==> src/rtl/seq_divider.sv <==
// seq_divider: iterative restoring divider, one quotient bit per clock.
// Define SEQ_DIVIDER_SIGNED_EN to add the signed_op port for two's-complement division.
module seq_divider #(
    parameter int WIDTH = 32,
    parameter int CW    = 6
) (
    input  logic             clk,
    input  logic             rst,
    input  logic             start,
`ifdef SEQ_DIVIDER_SIGNED_EN
    input  logic             signed_op,
`endif
    input  logic [WIDTH-1:0] dividend,
    input  logic [WIDTH-1:0] divisor,
    output logic             busy,
    output logic             done,
    output logic [WIDTH-1:0] quotient,
    output logic [WIDTH-1:0] remainder,
    output logic             div_by_zero
);
    typedef enum logic [1:0] {IDLE, CALC, DONE} state_t;

    state_t           state, state_nx;
    logic [CW-1:0]    cnt;
    logic [WIDTH-1:0] rem, quo, dvs, a_mag, b_mag;
    logic [WIDTH:0]   shifted, trial;
    logic             dz, q_neg, r_neg, a_neg, b_neg, zero, accept, last;

`ifdef SEQ_DIVIDER_SIGNED_EN
    assign a_neg = signed_op & dividend[WIDTH-1];
    assign b_neg = signed_op & divisor[WIDTH-1];
`else
    assign a_neg = 1'b0;
    assign b_neg = 1'b0;
`endif
    assign a_mag   = a_neg ? -dividend : dividend;
    assign b_mag   = b_neg ? -divisor : divisor;
    assign zero    = divisor == '0;
    // busy lags the state by one cycle, so it still covers the done cycle
    assign accept  = state == IDLE && start && !busy;
    assign last    = cnt == CW'(WIDTH - 1);
    assign shifted = {rem, quo[WIDTH-1]};
    assign trial   = shifted - {1'b0, dvs};

    always_ff @(posedge clk or negedge rst)
        if (!rst) state <= IDLE;
        else state <= state_nx;

    always_comb begin
        state_nx = IDLE;
        if (state == IDLE) state_nx = accept ? (zero ? DONE : CALC) : IDLE;
        else if (state == CALC) state_nx = last ? DONE : CALC;
    end

    always_ff @(posedge clk or negedge rst) begin
        if (!rst) begin
            cnt         <= '0;
            rem         <= '0;
            quo         <= '0;
            dvs         <= '0;
            dz          <= 1'b0;
            q_neg       <= 1'b0;
            r_neg       <= 1'b0;
            busy        <= 1'b0;
            done        <= 1'b0;
            quotient    <= '0;
            remainder   <= '0;
            div_by_zero <= 1'b0;
        end else begin
            busy <= state != IDLE;
            done <= state == DONE;
            if (accept) begin
                cnt   <= '0;
                dvs   <= b_mag;
                dz    <= zero;
                q_neg <= !zero & (a_neg ^ b_neg);
                r_neg <= !zero & a_neg;
                rem   <= zero ? dividend : '0;
                quo   <= zero ? '1 : a_mag;
            end else if (state == CALC) begin
                cnt <= cnt + 1'b1;
                rem <= trial[WIDTH] ? shifted[WIDTH-1:0] : trial[WIDTH-1:0];
                quo <= {quo[WIDTH-2:0], !trial[WIDTH]};
            end else if (state == DONE) begin
                quotient    <= q_neg ? -quo : quo;
                remainder   <= r_neg ? -rem : rem;
                div_by_zero <= dz;
            end
        end
    end
endmodule

==> config.mk <==
export PLATFORM = sky130hd
export DESIGN_NAME = seq_divider
export DESIGN_NICKNAME = d
export VERILOG_FILES = /design/src/rtl/seq_divider.sv
export SDC_FILE = /design/constraint.sdc
export NUM_CORES = 1
export LEC_CHECK = 0
export ABC_AREA = 0
export CAP_MARGIN = 15
export CORE_ASPECT_RATIO = 0.6
export CORE_MARGIN = 2
export CORE_UTILIZATION = 45
export CTS_CLUSTER_DIAMETER = 30
export DETAILED_ROUTE_END_ITERATION = 10
export PLACE_DENSITY = 0.68
export SYNTH_ARGS = -nofsm -noshare
export SYNTH_HDL_FRONTEND = slang
export SYNTH_SLANG_ARGS = --single-unit
==> constraint.sdc <==
create_clock -name clk -period 3.5 [get_ports clk]
set_input_delay 0.7 -clock clk [delete_from_list [all_inputs] [get_ports clk]]
set_output_delay 0.7 -clock clk [all_outputs]
set_load 0.005 [all_outputs]
* Word-level counts from Yosys, hierarchy flattened
Index checks and enable logic that the tools add are counted.
** Operators by class
- Add/sub/neg operators :: 2
- Multipliers :: 0
- Div/mod/pow operators :: 0
- $lt $le $gt $ge :: 0
- Equality and inequality tests :: 3
- Shift operators :: 0
- Mux-type cells :: 14
- Bitwise operators :: 2
- Reductions and logical operators :: 9
** Operators with widths (number)
- 32-bit 2-to-1 mux :: 7
- 33-bit by 32-bit subtractor with 33-bit output :: 1
- 32-bit zero test :: 1
- 6-bit 2-to-1 mux :: 2
- 2-bit 2-to-1 mux :: 5
- 6-bit by 1-bit adder with 6-bit output (second input constant) :: 1
- 6-bit by 5-bit equality test with 1-bit output (second input constant) :: 1
- 2-bit nonzero test :: 2
- 3-bit AND reduction :: 1
- 2-bit by 1-bit equality test with 1-bit output (second input constant) :: 1
- 2-bit equality test (second input constant) :: 1
- 1-bit logical AND :: 2
- 1-bit zero test :: 2
- 2-bit zero test :: 1
- 1-bit inverter :: 2
** Storage, ports and cells
- Register bits after elaboration :: 172
- Latch bits :: 0
- RAM bits :: 0
- Bits in read-only memories :: 0
- Input bits :: 67
- Output and inout port bits :: 67
- Logic and storage cells :: 41
- Memories :: 0

* Depth between registers and ports, before layout
Gate-level depths: netlist (run 1).
- Depth in word-level cells :: 5
- Depth in mapped cells :: 12
- Depth with buffers taken out :: 11

* Worst setup path after synthesis (run 1)
Ideal clock, no wire load.
- Path kind :: register -> register
- Start point :: reg quo[31]
- End point :: reg rem[7]
- Library setup time :: 0.095 ns
- Data arrival time :: 2.747 ns
- Data required time :: 3.405 ns
- Setup slack :: 0.658 ns
- Cell stages (with the launch flop) :: 13
- Buffers on the path :: 1
- Clock period less this slack :: 2.842 ns
- Cell sequence :: dfrtp_1 > inv_1 > ha_1 > fa_1 > nand2b_1 > a21oi_2 > o21ai_1 > o21ai_2 > a41oi_4 > xnor2_4 > clkbuf_1 > o2111ai_1 > o31ai_1
** On the way
- Word-level cells in the longest chain between the ends :: 4
** Ends and longest elaborated chain
- from (decl) :: RTL line 25 : logic [WIDTH-1:0] rem, quo, dvs, a_mag, b_mag;
- from (signal assigned) :: RTL line 79 : quo <= zero ? '1 : a_mag;
- from (signal assigned) :: RTL line 83 : quo <= {quo[WIDTH-2:0], !trial[WIDTH]};
- 33-bit by 32-bit subtractor with 33-bit output :: RTL line 43 : assign trial = shifted - {1'b0, dvs};
- 32-bit 2-to-1 mux :: RTL line 82 : rem <= trial[WIDTH] ? shifted[WIDTH-1:0] : trial[WIDTH-1:0];
- 32-bit 2-to-1 mux :: RTL line 80 : end else if (state == CALC) begin
- 32-bit 2-to-1 mux :: RTL line 72 : if (accept) begin
- to (signal assigned) :: RTL line 78 : rem <= zero ? dividend : '0;
- to (signal assigned) :: RTL line 82
- to (decl) :: RTL line 25
Every way passes these cells. The select of a mux whose other input is x is not followed.
A chain may end at the register's enable or synchronous reset.

* Final worst setup path (run 1)
- Start point :: reg rem[26]
- End point :: reg rem[7]
** On the way
- Word-level cells in the longest chain between the ends :: 4
** Ends and longest elaborated chain (RTL line)
- 33-bit by 32-bit subtractor with 33-bit output :: 43
- 32-bit 2-to-1 mux :: 82
- 32-bit 2-to-1 mux :: 80
- 32-bit 2-to-1 mux :: 72
Every way passes these cells. The select of a mux whose other input is x is not followed.

==> results.json, run 1 <==
{
  "die_w_um": 189,
  "cts_tree": "yes",
  "synthTopCellsByArea": "dfrtp_1 46%, mux2_2 7.6%, nand2_1 5.9%, ha_1 4.4%, o21ai_0 3.2%",
  "synth_area_sq_mm": 0.00928,
  "ctsHoldBuffers": 0,
  "p_leak_uw": 0.00512,
  "drt-pass1-iter-count": 4,
  "final_core_util_pct": 57.8,
  "grt_pass1_vias": 7465,
  "drt_iter0_markers": 734,
  "status": "completed",
  "post_cts_buffers": 0,
  "p_per_area_mw_per_mm2": 1170,
  "fillers": 1717,
  "vias": 7806,
  "async_flop_share_pct": 100,
  "grtUsageTotal_pct": 24.8,
  "startpoint_type": "flip-flop",
  "start_util_pct": 46.1,
  "end_kind": "flip-flop",
  "fmax_mhz": 303,
  "port_buffers": 133,
  "r2r_start": "rem[26]",
  "finClkSkew_ns": 0.00980,
  "cts_resized": 0,
  "post-place-ws_ns": 0.316,
  "cap_violations": 0,
  "cp_max_fo": 8,
  "ys_types": 65,
  "syn_avg_cell_area_sq_um": 9.55,
  "setup_slack_ns": 0.200,
  "core_sq_mm": 0.0201,
  "totalWireLength_um": 26200,
  "synth-main-ff-cell": "dfrtp_1",
  "die_y_um": 115,
  "r2r_setup_slack_ns": 0.20,
  "dieArea_sq_mm": 0.0218,
  "finalCritPeriodShare_pct": 94.3,
  "clockRootBuffer": "clkbuf_16",
  "slowest_stage": "xor2_1",
  "worst_pin_slew_ns": 0.985,
  "clkLatencyLatePin_ns": 0.44,
  "relSlewSlack_pct": 34.3,
  "final_layout_size_suffix_gt1_share_pct": 12.9,
  "r2r_cells": 10,
  "hold_violations": 0,
  "cts_num_sinks": 172,
  "h-tree-depth": 4,
  "nets": 1185,
  "worstPathArrival_ns": 3.64,
  "drc": 0,
  "ir_drop_v": 0.000650,
  "hold_class": "in -> async",
  "rsz0062_at_grt": "no",
  "syn_inst": 972,
  "crit_start": "rem[26]",
  "hold_ws_ns": 0.266,
  "synth_nets": 1073,
  "grt_overflow": 0,
  "avgViaCountPerCell": 5.70,
  "slew_viol_final": 0,
  "yosysWarningCount": 0,
  "diodes": 0,
  "setup_viol_count_final": 0,
  "rows": 40,
  "drtAntennaViolNets": 0,
  "worst_path_largest_cell_delay_ns": 0.44,
  "grt_pass1_wl_um": 41600,
  "antenna_found_initial": 0,
  "clock_path_buffers": 2,
  "synth_top_area_share_pct": 46.4,
  "dpl.hpwl_um": 18900,
  "path_cells": "ha_1 -> a21oi_1 -> o21ai_1 -> nor2b_1 -> o31ai_2 -> a41oi_4 -> xor2_1 -> buf_4 -> nor2_2 -> o31ai_1",
  "cp.required_ns": 3.84,
  "clkTransAtPathRegs_ns": 0.07,
  "tns_ns": 0,
  "cts_buffers": 17,
  "ioPinCount": 134,
  "synth_seq_cells": 172,
  "synth_top_cell_by_area": "dfrtp_1",
  "synth.yosys.seq_area_share_pct": 46.4,
  "routedWlPerCell_um": 19.1,
  "grt_max_degree": 82,
  "gp_congestion": 0.894,
  "areaGrowthSynthToFinish_pct": 25.3,
  "synth_edf_count": 0,
  "period_minus_slack_ns": 3.30,
  "crit_type": "reg -> reg"
}
logic make-up after synthesis:
kind of cell,after synthesis,synth area share [%]
adders and majority gates,34,4.67
and+or+nand+nor,308,14.9
xor gates and xnor gates,35,3.51
buffers and inverters,101,4.37
muxes,78,9.26
AOI/OAI and AO/OA,244,16.9
DFF,172,46.4
per-layer routing:
metal	vias to the layer above	share of wire, %	wire length [um]	global-route usage [%]
li1	3702	-	-	-
met1	3780	51	13400	38.4
met2	301	41	10700	34.8
met3	23	6.8	1790	5.68
met4	0	1.0	269	5.79
met5	-	0	0	0
where the power goes:
part,total (uW),leakage (uW),internal [uW],switching (uW)
Combinational,7810,0.00262,3480,4320
Sequential,3590,0.00218,2900,686
Clock,2160,0.000325,1330,830
Total,13600,0.00512,7720,5840
synth_stat cells, types with 3 or more instances:
cell type and count:
dfrtp_1 172, nand2_1 146, mux2_2 63, o21ai_0 59, a21oi_1 56, nor3_1 52, clkbuf_1 44, a31oi_1 42
nor2_1 41, inv_1 40, ha_1 33, xnor2_1 19, nand3_1 16, mux2i_1 15, xor2_1 15, a21o_1 12
nand4_1 12, a211oi_1 9, nor4_1 9, o31ai_1 9, buf_1 8, and3_1 7, nand2b_1 6, o211ai_1 6
a32oi_1 5, buf_2 5, a211oi_2 4, a22oi_1 4, and2_1 4, nor2b_1 4, o21ai_1 4, a2111oi_0 3
o21bai_1 3, or2_2 3
cell usage in the layout, fill, tap and decap left out, types with 6 or more instances in the layout:
master / instances
dfrtp_1: 172
nand2_1: 146
clkdlybuf4s50_1: 132
mux2_2: 63
o21ai_0: 59
a21oi_1: 56
nor3_1: 51
a31oi_1: 42
inv_1: 40
nor2_1: 40
ha_1: 33
xnor2_1: 19
clkbuf_16: 17
nand3_1: 16
buf_4: 16
xor2_1: 15
mux2i_1: 15
nand4_1: 12
a21o_1: 12
nor4_1: 9
a211oi_1: 9
o31ai_1: 9
and3_1: 7
o211ai_1: 6
flip-flops by register name, indices dropped and copies added, names as in the netlist:
name	flops
busy	1
cnt	6
div_by_zero	1
done	1
dvs	32
dz	1
quo	32
quotient	32
rem	32
remainder	32
state	2
path summary, 6_finish.rpt:
path | end
max | rem[7]
min | quotient[23]
max reg2reg | rem[7]
min reg2reg | dz
max in group asynchronous | dvs[16]
min in group clk | dz
metrics by stage:
step	power (uW)	cell area [sq um]	instances
detailed placement	11300	11000	1338
global placement	11200	11000	1338
global route	14600	11600	1370
finish	13600	11600	1370
CTS	13500	11600	1370
floorplan	8890	9280	972
final cells by class:
cell class / instances / area (sq um) / share of cell area, %
inverter: 40 / 150 / 1.29
timing repair buffer: 154 / 1550 / 13.4
multi-input combinational: 699 / 4600 / 39.6
clock buffer: 20 / 467 / 4.01
sequential: 172 / 4300 / 37.0
clock inverter: 12 / 208 / 1.79
tap: 273 / 342 / 2.94
worst max-delay path: cells and delay by family (launching register included):
kind	cells	cell delay, ns
compound gates	5	1.29
xor+xnor	1	0.44
fa+ha+maj	1	0.40
buf+inv	1	0.28
flops	1	0.43
simple gates	2	0.35
No activity file was read; power rests on OpenSTA's default activity.
==> run 2: changes to the inputs <==
--- a/config.mk
+++ b/config.mk
@@ -5,14 +5,15 @@
 export SDC_FILE = /design/constraint.sdc
 export NUM_CORES = 1
 export LEC_CHECK = 0
-export ABC_AREA = 0
+export ABC_AREA = 1
 export CAP_MARGIN = 15
 export CORE_ASPECT_RATIO = 0.6
 export CORE_MARGIN = 2
 export CORE_UTILIZATION = 45
+export CTS_BUF_LIST = sky130_fd_sc_hd__clkbuf_4
 export CTS_CLUSTER_DIAMETER = 30
 export DETAILED_ROUTE_END_ITERATION = 10
-export PLACE_DENSITY = 0.68
+export PLACE_DENSITY = 0.67
 export SYNTH_ARGS = -nofsm -noshare
 export SYNTH_HDL_FRONTEND = slang
 export SYNTH_SLANG_ARGS = --single-unit
==> results.json, run 2 <==
{
  "start_util_pct": 46.3,
  "synth_compound_area_share_pct": 12.1,
  "grt_pass1_vias": 8332,
  "totalWireLength_um": 29000,
  "routedWlPerCell_um": 15.5,
  "worstPathArrival_ns": 3.27,
  "drtAntennaViolNets": 0,
  "worst_pin_slew_ns": 0.798,
  "synth_fa_ha_area_share_pct": 4.21,
  "yosys.area_share.xor_xnor_pct": 1.28,
  "cts_resized": 0,
  "p_leak_uw": 0.00635,
  "clockRootBuffer": "clkbuf_4",
  "rsz0062_at_grt": "no",
  "async_flop_share_pct": 100,
  "post_cts_buffers": 0,
  "die_w_um": 199,
  "synth_top_family_by_area": "simple AND/OR/NAND/NOR gates",
  "path_common_cell": "nand2_2",
  "final_layout_size_suffix_gt1_share_pct": 4.66,
  "finClkSkew_ns": 0.0183,
  "fmax_mhz": 362,
  "relSlewSlack_pct": 46.8,
  "drt-pass1-iter-count": 7,
  "syn_inst": 1449,
  "grt_max_degree": 88,
  "r2r_setup_slack_ns": 0.74,
  "cts_tree": "yes",
  "synth_top_cell_by_area": "dfrtp_1",
  "synth_top_area_share_pct": 41.9,
  "cp_max_fo": 33,
  "hold_class": "in -> async",
  "core_sq_mm": 0.0222,
  "vias": 9414,
  "final_core_util_pct": 54.4,
  "ctsHoldBuffers": 0,
  "synth.yosys.seq_area_share_pct": 41.9,
  "synth_nets": 1550,
  "hold_violations": 0,
  "avgViaCountPerCell": 5.02,
  "period_minus_slack_ns": 2.76,
  "grt_busiest_layer": "met1",
  "synth_area_sq_mm": 0.0103,
  "slowest_stage": "fa_1",
  "ys_types": 37,
  "fin_cells": 1876,
  "grt_overflow": 0,
  "yosysMostFrequentCell": "nand2_1",
  "path_cells": "inv_1 -> ha_1 -> fa_1 -> inv_1 -> nand2_1 -> nand2_1 -> nand3_1 -> nand2_2 -> nand2_2 -> nand2_2 -> nand2_2 -> nand2_2 -> nand2_2 -> nand2_4 -> nand2_1 -> nand3_1 -> a21oi_1",
  "synth_seq_cells": 172,
  "p_per_area_mw_per_mm2": 1040,
  "crit_type": "reg -> reg",
  "met1_usage_pct": 39.3,
  "synth_mux_area_share_pct": 0,
  "dieArea_sq_mm": 0.0241,
  "status": "completed",
  "antenna_found_initial": 0,
  "areaGrowthSynthToFinish_pct": 17.5,
  "cts_num_sinks": 172,
  "gp_congestion": 0.921,
  "final_common_cell": "nand2_1",
  "grt_pass1_wl_um": 45500,
  "clkTransAtPathRegs_ns": 0.14,
  "h-tree-depth": 4,
  "synth_edf_count": 0,
  "dpl.hpwl_um": 21800,
  "synthTopCellsByArea": "dfrtp_1 42%, nand2_1 16%, inv_1 9.9%, o21ai_0 6.1%, nand3_1 4.2%",
  "ys_top_cells_by_count": "450 x nand2_1, 271 x inv_1, 172 x dfrtp_1",
  "setup_viol_count_final": 0,
  "slew_viol_final": 0,
  "drt_iter0_markers": 801,
  "finalCritPeriodShare_pct": 78.9,
  "die_y_um": 121,
  "layout_common_cells": "449 x nand2_1, 270 x inv_1, 172 x dfrtp_1",
  "syn_avg_cell_area_sq_um": 7.10,
  "dp.cells": 1845,
  "rows": 42,
  "drc": 0,
  "port_buffers": 133,
  "grt_use_met2_pct": 34.5,
  "end_kind": "flip-flop",
  "grtUsageTotal_pct": 24.8,
  "startpoint_type": "flip-flop",
  "cts_buffers": 17,
  "diodes": 0,
  "synth-main-ff-cell": "dfrtp_1",
  "grt_use_met3_pct": 5.25,
  "cap_violations": 0,
  "clock_path_buffers": 2,
  "ir_drop_v": 0.000438,
  "nets": 1657,
  "ioPinCount": 134,
  "cp.required_ns": 4.00,
  "yosysWarningCount": 0,
  "tns_ns": 0,
  "synthSimpleGateAreaFrac_pct": 27.3,
  "clkLatencyLatePin_ns": 0.61,
  "worst_path_largest_cell_delay_ns": 0.42
}
==> run 2: metal layers <==
| layer | vias to the layer above | routed length [um] |
|---|---|---|
| met4 | 0 | 194 |
| met5 | - | 0 |
| li1 | 4723 | - |
| met2 | 262 | 12000 |
| met1 | 4409 | 15000 |
| met3 | 20 | 1820 |
==> run 2: power breakdown <==
part           total (uW)  internal [uW]  switching, uW  leakage [uW]
Sequential           3290           2800            490       0.00218
Clock                1250            502            743      0.000150
Combinational        8030           2930           5100       0.00402
==> run 2: area by class of cell <==
cell class / count / area, sq um
fillers: 2248 / 10100
multi-input cells: 945 / 4620
flip-flops and latches: 172 / 4300
repair buffers: 145 / 1450
inverters: 275 / 1030
well taps: 308 / 385
clock inverters: 12 / 148
clock buffers: 19 / 143
==> run 2: final timing paths <==
| kind | startpoint | endpoint | cells past startpoint |
|---|---|---|---|
| worst max-delay path | quo[31] | rem[27] | 17 |
| worst min-delay path | rst | quotient[7] | 1 |
| worst max register to register | quo[31] | rem[27] | 17 |
| worst min register to register | quotient[7] | quotient[7] | 2 |
| max in group asynchronous | rst | dvs[27] | 2 |
| min in group clk | quotient[7] | quotient[7] | 2 |
==> run 2: cell families after synthesis <==
family                     count (synthesis)
AOI/OAI and AO/OA                        219
xor gates and xnor gates                  15
adders and majority gates                 34
buffers and inverters                    332
DFF                                      172
and+or+nand+nor                          677
==> run 2: worst max-delay path, delay by kind of cell (launching register included) <==
kind            cells  cell delay, ns
compound gates      1            0.07
fa+ha+maj           2            0.66
buf+inv             2            0.15
flops               1            0.35
simple gates       12            1.42
==> run 2: metrics by stage <==
stage	area (sq um)	hold slack [ns]	setup WS, ns	total power, uW
after detailed placement	11800	0.465	0.508	11300
final	12100	0.126	0.738	12600
after floorplan	10300	0.404	1.36	9140
after global routing	12100	0.127	0.520	13900
after global placement	11800	0.465	0.516	11200
after CTS	12100	0.120	0.750	12600
==> run 3: changes to the inputs <==
==> constraint.sdc (replaced) <==
create_clock -name clk -period 2.7 [get_ports clk]
set_input_delay 0.54 -clock clk [delete_from_list [all_inputs] [get_ports clk]]
set_output_delay 0.54 -clock clk [all_outputs]
set_load 0.005 [all_outputs]
==> results.json, run 3 (synthesis results as in run 2) <==
{
  "status": "completed",
  "start_util_pct": 46.3,
  "final_core_util_pct": 55.2,
  "h-tree-depth": 4,
  "r2r_setup_slack_ns": 0.22,
  "worst_pin_slew_ns": 0.571,
  "startpoint_type": "flip-flop",
  "clkTransAtPathRegs_ns": 0.15,
  "cap_violations": 0,
  "drtAntennaViolNets": 0,
  "final_common_cell": "nand2_1",
  "endpoint": "rem[26]",
  "ioPinCount": 134,
  "drt_iter0_markers": 727,
  "end_kind": "flip-flop",
  "nets": 1670,
  "fin_cells": 1887,
  "clockRootBuffer": "clkbuf_4",
  "period_minus_slack_ns": 2.48,
  "avgViaCountPerCell": 4.96,
  "grt_max_degree": 90,
  "gp_congestion": 0.918,
  "cp_max_fo": 16,
  "final_layout_size_suffix_gt1_share_pct": 5.45,
  "grt_pass1_vias": 8484,
  "clkLatencyLatePin_ns": 0.60,
  "p_leak_uw": 0.00644,
  "ir_drop_v": 0.000493,
  "design_area_sq_mm": 0.0123,
  "cts_tree": "yes",
  "drt-pass1-iter-count": 5,
  "vias": 9366,
  "hold_violations": 0,
  "cp.required_ns": 3.22,
  "worstPathArrival_ns": 2.99,
  "place_area_sq_mm": 0.0120,
  "antenna_found_initial": 1,
  "slew_viol_final": 0,
  "drc": 0,
  "worst_path_largest_cell_delay_ns": 0.47,
  "finalCritPeriodShare_pct": 91.7,
  "rsz0062_at_grt": "no",
  "hold_class": "in -> async",
  "grt_pass1_wl_um": 46700,
  "p_per_area_mw_per_mm2": 1350,
  "layout_common_cells": "448 x nand2_1, 270 x inv_1, 172 x dfrtp_1",
  "areaGrowthSynthToFinish_pct": 19.3,
  "dieArea_sq_mm": 0.0241,
  "r2r_cells": 12,
  "crit_start": "rem[28]",
  "die_w_um": 199,
  "r2r_start": "rem[28]",
  "rows": 42,
  "dp.cells": 1856,
  "routedWlPerCell_um": 15.6,
  "die_y_um": 121,
  "post_cts_buffers": 0,
  "cts_buffers": 17,
  "finClkSkew_ns": 0.0184,
  "totalWireLength_um": 29500,
  "cts_num_sinks": 172,
  "crit_type": "reg -> reg",
  "path_cells": "ha_1 -> nand2_1 -> nor2_1 -> nand2_1 -> nor2_1 -> nand2_2 -> nand2_2 -> nand2_2 -> nand2_4 -> nand2_1 -> nand3_1 -> a21oi_1",
  "grt_overflow": 0,
  "relSlewSlack_pct": 61.9,
  "slowest_stage": "dfrtp_1",
  "port_buffers": 133,
  "fmax_mhz": 404,
  "regToRegEndpoint": "rem[26]",
  "grtUsageTotal_pct": 25.3,
  "setup_viol_count_final": 0,
  "clock_path_buffers": 2,
  "dpl.hpwl_um": 22300,
  "core_sq_mm": 0.0222
}
[run 3: changes by cell type in the layout (fill, tap and decap cells not counted), sizes merged]
cell and delta:
buf +11, dlygate4sd3 +1, diode +1, nand2 +1, clkinv +1, bufinv -1
clkinvlp -3
[run 3: per-stage QoR]
stage	total power, uW	hold WS (ns)	setup slack (ns)	setup TNS [ns]
floorplan	11800	0.244	0.555	0
global placement	14800	0.464	-0.0531	-0.839
detailed placement	14900	0.472	-0.0929	-0.930
CTS	16400	0.455	0.140	0
global route	18300	0.482	0.0312	0
finish	16600	0.479	0.225	0
[run 3: metal layers]
layer,vias to the layer above,GRT usage [%],wire length (um)
li1,4740,-,-
met1,4327,40.4,15400
met2,285,35.9,12000
met3,14,4.03,1860
met4,0,4.76,206
met5,-,0,0
[run 3: how the worst min path moves through the flow]
| stage | startpoint | to | slack [ns] | cells after the start |
|---|---|---|---|---|
| 3_5_place_dp | dvs[0] | dvs[0] | 0.47 | 2 |
| 3_3_place_gp | remainder[3] | remainder[3] | 0.46 | 2 |
| 5_1_grt | rst | quotient[4] | 0.48 | 2 |
| 4_1_cts | rst | quotient[30] | 0.45 | 2 |
| 2_1_floorplan | rst | busy | 0.24 | 0 |
| 6_report | rst | quotient[2] | 0.48 | 2 |
[run 3: worst max-delay path, delay by kind of cell, from the launching register on]
kind            cells  cell delay [ns]
simple gates       10             1.43
fa+ha+maj           1             0.40
flops               1             0.47
compound gates      1             0.07
[run 3: final cells by class]
cell class	instances	area, sq um
fill	2163	9960
multi-input combinational	946	4660
sequential	172	4300
timing repair buffer	157	1640
inverter	275	1030
tap	308	385
clock buffer	19	143
clock inverter	9	100
antenna	1	2.50
[run 3: timing repair]
action | in CTS | in global routing
endpoints found under the hold margin | 52 | 0
resized for setup | 0 | 5
hold buffers | 1 | 0
endpoints found under the setup margin | 0 | 31
[run 3: power breakdown]
| group | switching, uW | internal [uW] | total (uW) | leakage [uW] |
|---|---|---|---|---|
| sequential | 646 | 3630 | 4280 | 0.00218 |
| clock | 921 | 543 | 1460 | 0.000139 |
| combinational | 6750 | 4090 | 10800 | 0.00412 |
